`src/rtl/plic_reg_arb_pkg.sv`:
```
// Shared types, defaults and the round-robin pointer helper for the PLIC
// register-port arbiter.
package plic_reg_arb_pkg;

    typedef enum logic {
        ARB_IDLE,
        ARB_BUSY
    } arb_state_e;

    localparam int unsigned N_MASTER_DEFAULT       = 3;
    localparam int unsigned TIMEOUT_CYCLES_DEFAULT = 64;

    function automatic int unsigned rr_next(input int unsigned idx, input int unsigned n);
        return (idx == n - 1) ? 0 : idx + 1;
    endfunction

endpackage

```
`src/rtl/reg_intf.sv`:
```
// Register-port transaction types (32-bit address, 32-bit data) shared by the
// PLIC register interface and its bus masters.
package reg_intf;

    typedef struct packed {
        logic [31:0] addr;
        logic        write;
        logic [31:0] wdata;
        logic [3:0]  wstrb;
        logic        valid;
    } reg_intf_req_a32_d32;

    typedef struct packed {
        logic [31:0] rdata;
        logic        error;
        logic        ready;
    } reg_intf_resp_d32;

endpackage

```
`src/rtl/plic_rr_pick.sv`:
```
// Combinational rotating-priority find-first: returns the first valid index
// at or after ptr, wrapping modulo N_MASTER.
module plic_rr_pick
    import plic_reg_arb_pkg::*;
#(
    parameter int unsigned N_MASTER = N_MASTER_DEFAULT,
    parameter int unsigned IDXW     = $clog2(N_MASTER)
) (
    input  logic [N_MASTER-1:0] valid,
    input  logic [IDXW-1:0]     ptr,
    output logic [IDXW-1:0]     gnt_idx,
    output logic                any_valid
);

    always_comb begin
        int unsigned idx;
        idx       = 0;
        gnt_idx   = '0;
        any_valid = 1'b0;
        for (int unsigned i = 0; i < N_MASTER; i++) begin
            idx = 32'(ptr) + i;
            if (idx >= N_MASTER) begin
                idx = idx - N_MASTER;
            end
            if (!any_valid && valid[idx[IDXW-1:0]]) begin
                any_valid = 1'b1;
                gnt_idx   = idx[IDXW-1:0];
            end
        end
    end

endmodule

```
`src/rtl/plic_reg_arb.sv`:
```
// Round-robin arbiter sharing the PLIC register port between N_MASTER masters.
// Optional busy timeout enabled by defining PLIC_REG_ARB_TIMEOUT_EN.
module plic_reg_arb
    import plic_reg_arb_pkg::*;
#(
    parameter int unsigned N_MASTER       = N_MASTER_DEFAULT,
    parameter int unsigned IDXW           = $clog2(N_MASTER),
    parameter int unsigned TIMEOUT_CYCLES = TIMEOUT_CYCLES_DEFAULT
) (
    input  logic                         clk_i,
    input  logic                         rst_i,
    input  reg_intf::reg_intf_req_a32_d32 req_i  [N_MASTER],
    output reg_intf::reg_intf_resp_d32    resp_o [N_MASTER],
    output reg_intf::reg_intf_req_a32_d32 req_o,
    input  reg_intf::reg_intf_resp_d32    resp_i,
    output logic                         busy_o
);

    if (N_MASTER < 2) begin : g_bad_n_master
        $error("plic_reg_arb: N_MASTER must be at least 2");
    end
    if (TIMEOUT_CYCLES < 2) begin : g_bad_timeout
        $error("plic_reg_arb: TIMEOUT_CYCLES must be at least 2");
    end

    arb_state_e                    state_q, state_d;
    logic [IDXW-1:0]               rr_ptr, winner, gnt_idx;
    logic [N_MASTER-1:0]           valid_vec;
    logic                          any_valid, done, timeout;
    reg_intf::reg_intf_req_a32_d32 req_q;

    for (genvar k = 0; k < N_MASTER; k++) begin : g_valid
        assign valid_vec[k] = req_i[k].valid;
    end

    plic_rr_pick #(
        .N_MASTER (N_MASTER),
        .IDXW     (IDXW)
    ) u_pick (
        .valid     (valid_vec),
        .ptr       (rr_ptr),
        .gnt_idx   (gnt_idx),
        .any_valid (any_valid)
    );

`ifdef PLIC_REG_ARB_TIMEOUT_EN
    localparam int unsigned CNTW = $clog2(TIMEOUT_CYCLES);
    logic [CNTW-1:0] busy_cnt;

    // Held at zero while idle, so the first BUSY cycle always sees a count of 0.
    always_ff @(posedge clk_i or posedge rst_i) begin
        if (rst_i) begin
            busy_cnt <= '0;
        end else if (state_q == ARB_IDLE) begin
            busy_cnt <= '0;
        end else begin
            busy_cnt <= busy_cnt + CNTW'(1);
        end
    end

    assign timeout = (state_q == ARB_BUSY) && (busy_cnt == CNTW'(TIMEOUT_CYCLES - 1));
`else
    assign timeout = 1'b0;
`endif

    assign busy_o = (state_q == ARB_BUSY);

    always_comb begin
        state_d     = state_q;
        done        = 1'b0;
        resp_o      = '{default: '0};
        req_o       = req_q;
        req_o.valid = req_q.valid & ~timeout;
        if (state_q == ARB_BUSY) begin
            done = resp_i.ready | timeout;
            if (done) begin
                // A real slave answer in the timeout cycle takes precedence.
                resp_o[winner].ready = 1'b1;
                resp_o[winner].error = resp_i.ready ? resp_i.error : 1'b1;
                resp_o[winner].rdata = resp_i.ready ? resp_i.rdata : '0;
                state_d              = ARB_IDLE;
            end
        end else if (any_valid) begin
            state_d = ARB_BUSY;
        end
    end

    always_ff @(posedge clk_i or posedge rst_i) begin
        if (rst_i) begin
            state_q <= ARB_IDLE;
            rr_ptr  <= '0;
            winner  <= '0;
            req_q   <= '0;
        end else begin
            state_q <= state_d;
            if (state_q == ARB_IDLE && any_valid) begin
                winner <= gnt_idx;
                req_q  <= req_i[gnt_idx];
            end else if (done) begin
                req_q.valid <= 1'b0;
                rr_ptr      <= IDXW'(rr_next(32'(winner), N_MASTER));
            end
        end
    end

endmodule

```
`config.mk`:
```
export PLATFORM = sky130hd
export DESIGN_NAME = plic_reg_arb
export DESIGN_NICKNAME = d
export VERILOG_FILES = /design/src/rtl/plic_reg_arb_pkg.sv /design/src/rtl/reg_intf.sv /design/src/rtl/plic_rr_pick.sv /design/src/rtl/plic_reg_arb.sv
export SDC_FILE = /design/constraint.sdc
export NUM_CORES = 1
export LEC_CHECK = 0
export ABC_AREA = 0
export BUFFER_PORTS_ARGS = -buffer_cell sky130_fd_sc_hd__buf_2
export CAP_MARGIN = 20
export CORE_AREA = 10 10 156 158
export DETAILED_ROUTE_END_ITERATION = 10
export DIE_AREA = 0 0 166 168
export PLACE_DENSITY = 0.64
export SLEW_MARGIN = 20
export SYNTH_ARGS = -nofsm -noshare
export SYNTH_HDL_FRONTEND = slang
export SYNTH_HIERARCHICAL = 1
export SYNTH_SLANG_ARGS = --single-unit
```
`constraint.sdc`:
```
create_clock -name clk_i -period 6.9 [get_ports clk_i]
set_input_delay 0 -clock clk_i [delete_from_list [all_inputs] [get_ports clk_i]]
set_output_delay 0 -clock clk_i [all_outputs]
set_load 0.01 [all_outputs]
```
==> results by group, run 1 <==
Logic synthesis
  • Yosys cell types: 30
  • Cell count after synthesis: approximately 600
  • Synthesized area: ~5300 um2
  • Sequential share of the synthesized area: 35.6%
  • Flops & latches, synth: 75
  • Share of the synthesized area in the top cell type: roughly 36%
  • Largest cells by area after synthesis: dfrtp_1, mux2i_1, a21oi_1, and2_1, or2_1
  • Ys Warns: 6
  • Post-Syn Nets: ~870
  • Post-synth top area cell: dfrtp_1
  • Average size of a mapped cell: around 8.5 um2

Setup path
  • Worst path most repeated cell: mux2i_1
  • R2R cell count: 10
  • Crit path max-delay family: buffers and inverters
  • Largest stage delay, worst path: around 0.73 ns
  • Max stage delay cell, worst path: buf_4
  • Crit-path cells: inv_1 -> ha_1 -> mux2i_1 -> mux2i_1 -> o21ai_4 -> buf_4 -> buf_4 -> mux2i_1 -> or2_2 -> a21oi_1
  • Reg-to-Reg End: req_o[67]
  • CP startpoint: rr_ptr[0]
  • CP Data Required Time: roughly 7.2 ns
  • WS Path Type: flip-flop to flip-flop
  • Crit. End Element: flip-flop
  • WP depth: 10
  • Worst-path fanout max: 47
  • Worst Path Arrival: between 3 and 4 ns
  • Crit path to: req_o[67]
  • Reg2Reg Launch Point: rr_ptr[0]
  • WP buf/inv: 3
  • FF-to-FF setup slack: between 3 and 4 ns
  • Startpoint type of the worst setup path: flip-flop

Global route
  • Initial antenna violation count: 0
  • Largest net degree at the start of global routing: between 70 and 80
  • Global Route Usage Sum: 16.9%
  • First-pass GRT wire length: 38200 um
  • GRT Residual Overflow: 0
  • Vias in the first global route: approximately 6700

Routing
  • DR pass1 iterations: 4
  • Vias per cell: about 4.6
  • Wl on met1: approximately 9400 um
  • Antenna violation net count after detailed routing: 0
  • Wirelength, routed: about 25000 um
  • # DRC: 0
  • Met2 WL post-DR: about 12000 um
  • Routed wire length per instance: 18.3 um
  • DRT iter0 DRCs: 289
  • Routed vias: approximately 6300
  • Met3 WL post-DR: 2160 um
  • DR top layer: met4

Clock tree
  • CTS sink count: 75
  • Postcts setup bufs: 0
  • Root Buffer: clkbuf_16
  • Total CTS buffers: 9
  • Clock latency on the worst-skew pair: about 0.34 ns
  • Cts hold-fix bufs: between 60 and 70
  • TritonCTS clock tree: yes
  • Resized Gates After CTS: 0
  • Clock Pin Slew Worst Setup and Hold Paths: ~0.060 ns
  • CTS H-tree lvls: 3
  • Max clock buf depth: 2

Die
  • Row count: 54
  • Die W: about 170 um
  • Die Ht: 168 um
  • Starting Density: between 20% and 30%
  • Core region area: 21400 um2
  • Die area: 27900 um2
  • # IOs: 419

Finish
  • Antenna diode count: 0
  • Layout cell share with drive strength beyond 1: between 40% and 50%
  • Finished Layout Cells: between 1000 and 1500
  • Layout Nets: 1323
  • Fill count: about 2200
  • Most frequent cells in the layout: buf_2, a21oi_1, and2_1
  • Most common cell after layout, fill and taps aside: buf_2
  • Area delta synth->final: 61.2%

Timing
  • # setup viols final: 0
  • Max Fclk: ~290 MHz
  • Post-layout minimum cycle time: between 3 and 4 ns
  • Final Skew: 0.00948 ns
  • Post-route clock period utilization: between 50% and 60%
  • Final Max Tran Viols: 0
  • Worst rel slew slack: 33.0%
  • Setup_tns: 0 ns
  • RSZ-0062 raised after global routing: no
  • Worst Tran Pin Value: about 1.0 ns
  • Hold Vio Cnt, Final: 0

Place
  • Port Buffers: around 420
  • Routability cong.: a little under 0.9
  • HPWL after DPL: 18700 um
  • Dpl cells: 1274

Pwr
  • P per Cell Area: approximately 450 nW/um2
  • Peak supply drop: approximately 0.23 mV
  • LEAKAGE: between 4 and 5 nW

Run status
  • Outcome: completed

Worst hold path
  • Worst hold path type: input pin to flip-flop

Flow run
  • Max Cap Viol: 0
## report_power, final
group | leakage [nW] | total, mW | switching, mW | internal, mW
Clock | 0.154 | 0.523 | 0.199 | 0.324
Combinational | 3.41 | 2.48 | 1.46 | 1.02
Sequential | 0.852 | 0.816 | 0.132 | 0.684
## cell usage after synthesis
cell and n:
a211oi_1 1, a21o_1 3, a21oi_1 141, and2_1 96, buf_2 12, buf_4 8, buf_6 13, clkbuf_1 16
dfrtp_1 75, ha_1 3, inv_1 6, mux2i_1 75, nand2_1 6, nand2_4 1, nand2b_1 2, nand3b_1 3
nor2_1 69, nor2b_1 6, nor3_4 1, nor3b_1 1, nor3b_4 2, nor4_1 1, nor4b_1 1, o21ai_0 2
o21ai_1 2, o41ai_1 1, or2_0 4, or2_1 65, or2_2 1, or3_2 1
## sequential cells by signal (all words and copies together) (netlist names)
register  cells
req_o        70
winner        2
busy_o        1
rr_ptr        2
## worst register-to-register path, stage by stage, from the launching register on
cell and delay, ns:
dfrtp_1 0.39, inv_1 0.06, ha_1 0.40, mux2i_1 0.43, mux2i_1 0.18, o21ai_4 0.19, buf_4 0.43, buf_4 0.74
mux2i_1 0.18, or2_2 0.29, a21oi_1 0.12
## worst min path at each step
| stage | to | cells past startpoint | from | slack, ns |
|---|---|---|---|---|
| floorplan | busy_o | 1 | resp_i[0] | 0.11 |
| global placement | req_o[65] | 3 | req_i[65] | 0.29 |
| detailed placement | req_o[64] | 3 | req_i[64] | 0.30 |
| CTS | req_o[9] | 3 | req_i[9] | 0.007 |
| global route | req_o[47] | 3 | req_i[47] | 0.01 |
| finish | req_o[47] | 3 | req_i[47] | 0.02 |
## routing by layer
layer  track usage, %  vias to the layer above
met1             18.5                     2905
met5                0                        -
li1                 -                     2969
met2             29.2                      333
met4             7.09                        0
met3             5.94                       49
## logic make-up (layout without fill, tap and decap cells)
logic type	count (synthesis)	after routing	synth area share, %
AOI/OAI and AO/OA	150	150	14.5
adders and majority gates	3	3	0.713
buffers and inverters	55	515	6.63
DFF	75	75	35.6
muxes	75	75	14.3
and+or+nand+nor	260	260	28.2
## stage by stage
step           hold slack [ns]  instance area, um2  power (mW)  setup slack [ns]  util (%)
2_1_floorplan            0.107                5270        2.58              4.61         -
3_3_place_gp             0.289                7480        3.27              3.52      34.9
3_5_place_dp             0.297                7480        3.30              3.40      34.9
4_1_cts                0.00691                8470        3.87              3.38      39.6
5_1_grt                 0.0122                8490        4.15              3.11      39.6
6_report                0.0150                8490        3.82              3.41      39.6
## final cells by class
type | count | area, um2 | share of cell area, %
multi-input cells | 488 | 3080 | 36.3
repair buffers | 494 | 2840 | 33.4
flip-flops and latches | 75 | 1880 | 22.1
well taps | 280 | 350 | 4.13
clock buffers | 10 | 239 | 2.82
clock inverters | 5 | 77.6 | 0.914
inverters | 6 | 23.8 | 0.280
Note: power is estimated with default switching activity, not from simulation.
==> run 2, diff against run 1 <==
PLACE_DENSITY = 0.66   (was 0.64)
clock period = 2.95 ns   (was 6.9 ns; I/O delays follow)
==> run 2 against run 1 <==
Against the previous run: count of clock-buffer cells in the layout is the same; first-iteration DRC count increased by 0.35%; flip-flop and latch count unchanged; sequential power up 140%; critical path depth decreased by 1; cell count rose by 0.96%; combinational power grew 150%; clock power is 130% higher; core utilization increased by 0.83 points; register-to-register slack worse by 3.1 ns; clock skew barely moved; via count decreased by 0.86%.
==> results by group, run 2 (synthesis results as in run 1) <==
Run status
  • Outcome: completed (unchanged)

Clock tree
  • CTS H-tree lvls: 3 (unchanged)
  • Postcts setup bufs: 0 (unchanged)
  • Max clock buf depth: 2 (unchanged)
  • Clock latency on the worst-skew pair: 0.34 ns (about the same)
  • Total CTS buffers: 9 (unchanged)
  • Clock Pin Slew Worst Setup and Hold Paths: 0.07 ns (was 0.06 ns)
  • Root Buffer: clkbuf_16 (unchanged)
  • TritonCTS clock tree: yes (unchanged)
  • CTS sink count: 75 (unchanged)

Routing
  • Vias per cell: 4.52 (was 4.61)
  • Wl on met1: 9400 um (was 9430 um)
  • Met2 WL post-DR: 12300 um (was 12400 um)
  • Met3 WL post-DR: 2110 um (was 2160 um)
  • # DRC: 0 (unchanged)
  • DRT iter0 DRCs: 290 (was 289)
  • Wirelength, routed: 24400 um (was 24800 um)
  • DR top layer: met4 (unchanged)
  • Routed wire length per instance: 17.8 um (was 18.3 um)
  • Antenna violation net count after detailed routing: 0 (unchanged)
  • Routed vias: 6202 (was 6256)
  • DR pass1 iterations: 4 (unchanged)

Place
  • Dpl cells: 1282 (was 1274)
  • Routability cong.: 0.845 (was 0.869)
  • Port Buffers: 418 (unchanged)
  • HPWL after DPL: 18600 um (was 18700 um)

Worst hold path
  • Worst hold path type: input pin to flip-flop (unchanged)
  • Hold depth: 4 (was 3)
  • Hold EP: req_o[29] (was req_o[47])
  • Min-delay src: req_i[169] (was req_i[47])

Setup path
  • Worst-path fanout max: 40 (was 47)
  • Worst Path Arrival: 2.91 ns (was 3.74 ns)
  • Crit. End Element: flip-flop (unchanged)
  • FF-to-FF setup slack: 0.28 ns (was 3.41 ns)
  • Startpoint type of the worst setup path: flip-flop (unchanged)
  • Reg2Reg Launch Point: rr_ptr[0] (unchanged)
  • WS Path Type: flip-flop to flip-flop (unchanged)
  • CP Data Required Time: 3.20 ns (was 7.16 ns)
  • Reg-to-Reg End: req_o[8] (was req_o[67])
  • R2R cell count: 9 (was 10)

Pwr
  • Clock share of power: 12.9% (was 13.7%)
  • Peak supply drop: 0.611 mV (was 0.225 mV)
  • LEAKAGE: 4.50 nW (was 4.42 nW)
  • Reg power frac: 20.8% (was 21.4%)
  • Sw Share: 46.0% (was 46.8%)
  • Switch Pwr: 4.27 mW (was 1.79 mW)
  • Internal Pwr Total: 5.01 mW (was 2.03 mW)
  • P per Cell Area: 1070 nW/um2 (was 450 nW/um2)
  • Comb power frac: 66.3% (was 64.9%)

Die
  • Row count: 54 (unchanged)
  • Die Ht: 168 um (unchanged)
  • Starting Density: 24.6% (unchanged)
  • # IOs: 419 (unchanged)
  • Core region area: 21400 um2 (unchanged)
  • Die W: 166 um (unchanged)
  • Die area: 27900 um2 (unchanged)

Finish
  • Layout Nets: 1335 (was 1323)
  • Finished Layout Cells: 1371 (was 1358)
  • Layout cell share with drive strength beyond 1: 42.3% (was 41.9%)
  • Most frequent cells in the layout: buf_2, a21oi_1, and2_1 (unchanged)
  • Antenna diode count: 0 (unchanged)
  • Fill count: 2161 (was 2190)
  • Most common cell after layout, fill and taps aside: buf_2 (unchanged)
  • Sequential Area: 1880 um2 (unchanged)
  • Max reg flops: 70 (unchanged)
  • Final core occ: 40.5% (was 39.6%)
  • Multi-input gate area: 3090 um2 (was 3080 um2)
  • Area delta synth->final: 64.6% (was 61.2%)

Timing
  • Final Max Tran Viols: 0 (unchanged)
  • Post-route clock period utilization: 90.4% (was 50.6%)
  • Hold Vio Cnt, Final: 0 (unchanged)
  • Post-layout minimum cycle time: 2.67 ns (was 3.49 ns)
  • Max Fclk: 375 MHz (was 287 MHz)
  • Final Skew: 0.00927 ns (was 0.00948 ns)
  • # setup viols final: 0 (unchanged)
  • Worst rel slew slack: 34.5% (was 33.0%)
  • Setup_tns: 0 ns (unchanged)
  • Worst Tran Pin Value: 0.982 ns (was 1.00 ns)
  • RSZ-0062 raised after global routing: no (unchanged)

Global route
  • Vias in the first global route: 6827 (was 6685)
  • Global Route Usage Sum: 16.5% (was 16.9%)
  • First-pass GRT wire length: 37800 um (was 38200 um)
  • GRT Residual Overflow: 0 (unchanged)
  • Initial antenna violation count: 0 (unchanged)
  • Largest net degree at the start of global routing: 45 (was 76)

Flow run
  • Max Cap Viol: 0 (unchanged)
run 2: cell type report:
type / count / area share [%]
Timing Repair Buffer: 505 / 34.7
Clock inverter: 6 / 1.04
Multi-Input combinational cell: 489 / 35.7
Inverter: 6 / 0.274
Clock buffer: 10 / 2.64
Sequential cell: 75 / 21.7
Tap cell: 280 / 4.04
run 2: per-stage QoR:
stage | total power [mW] | hold slack, ns | worst slack, ns | instance area (um2)
2_1_floorplan | 6.03 | 0.107 | 0.659 | 5270
3_3_place_gp | 7.92 | 0.160 | 0.220 | 7610
3_5_place_dp | 8.03 | 0.167 | 0.104 | 7610
4_1_cts | 9.35 | 0.0304 | 0.0912 | 8640
5_1_grt | 10.1 | 0.0486 | 0.0367 | 8670
6_report | 9.28 | 0.0494 | 0.285 | 8670
run 2: what timing repair did:
action	CTS	global route
resized for setup	0	0
endpoints found under the hold margin	113	0
hold buffers	71	0
setup endpoints to repair	0	40
run 2: power groups by stage:
stage	registers, mW	logic, mW	clock network (mW)
2_1_floorplan	2.14	3.89	0
3_3_place_gp	1.92	6.01	0
3_5_place_dp	1.92	6.10	0
4_1_cts	1.92	6.18	1.24
5_1_grt	2.00	6.79	1.28
6_report	1.93	6.15	1.20
run 2: layer usage:
metal  GRT usage, %  vias up
met5              0        -
met4           5.86        0
met3           5.87       35
met2           28.8      317
met1           18.0     2856
li1               -     2994
run 2: worst max-delay path, stage by stage (launching register included):
cell,delay [ns]
dfrtp_1,0.39
inv_1,0.06
ha_1,0.27
nand3b_1,0.25
o21ai_1,0.28
or3_2,0.28
nor2b_4,0.52
buf_12,0.28
nor2_1,0.07
a21oi_1,0.13
run 2: worst max path at each step:
stage,startpoint,endpoint,slack (ns)
2_1_floorplan,rr_ptr[0],req_o[0],0.66
3_3_place_gp,rr_ptr[0],req_o[2],0.22
3_5_place_dp,rr_ptr[0],req_o[26],0.10
4_1_cts,rr_ptr[0],req_o[8],0.09
5_1_grt,rr_ptr[0],req_o[8],0.04
6_report,rr_ptr[0],req_o[8],0.28
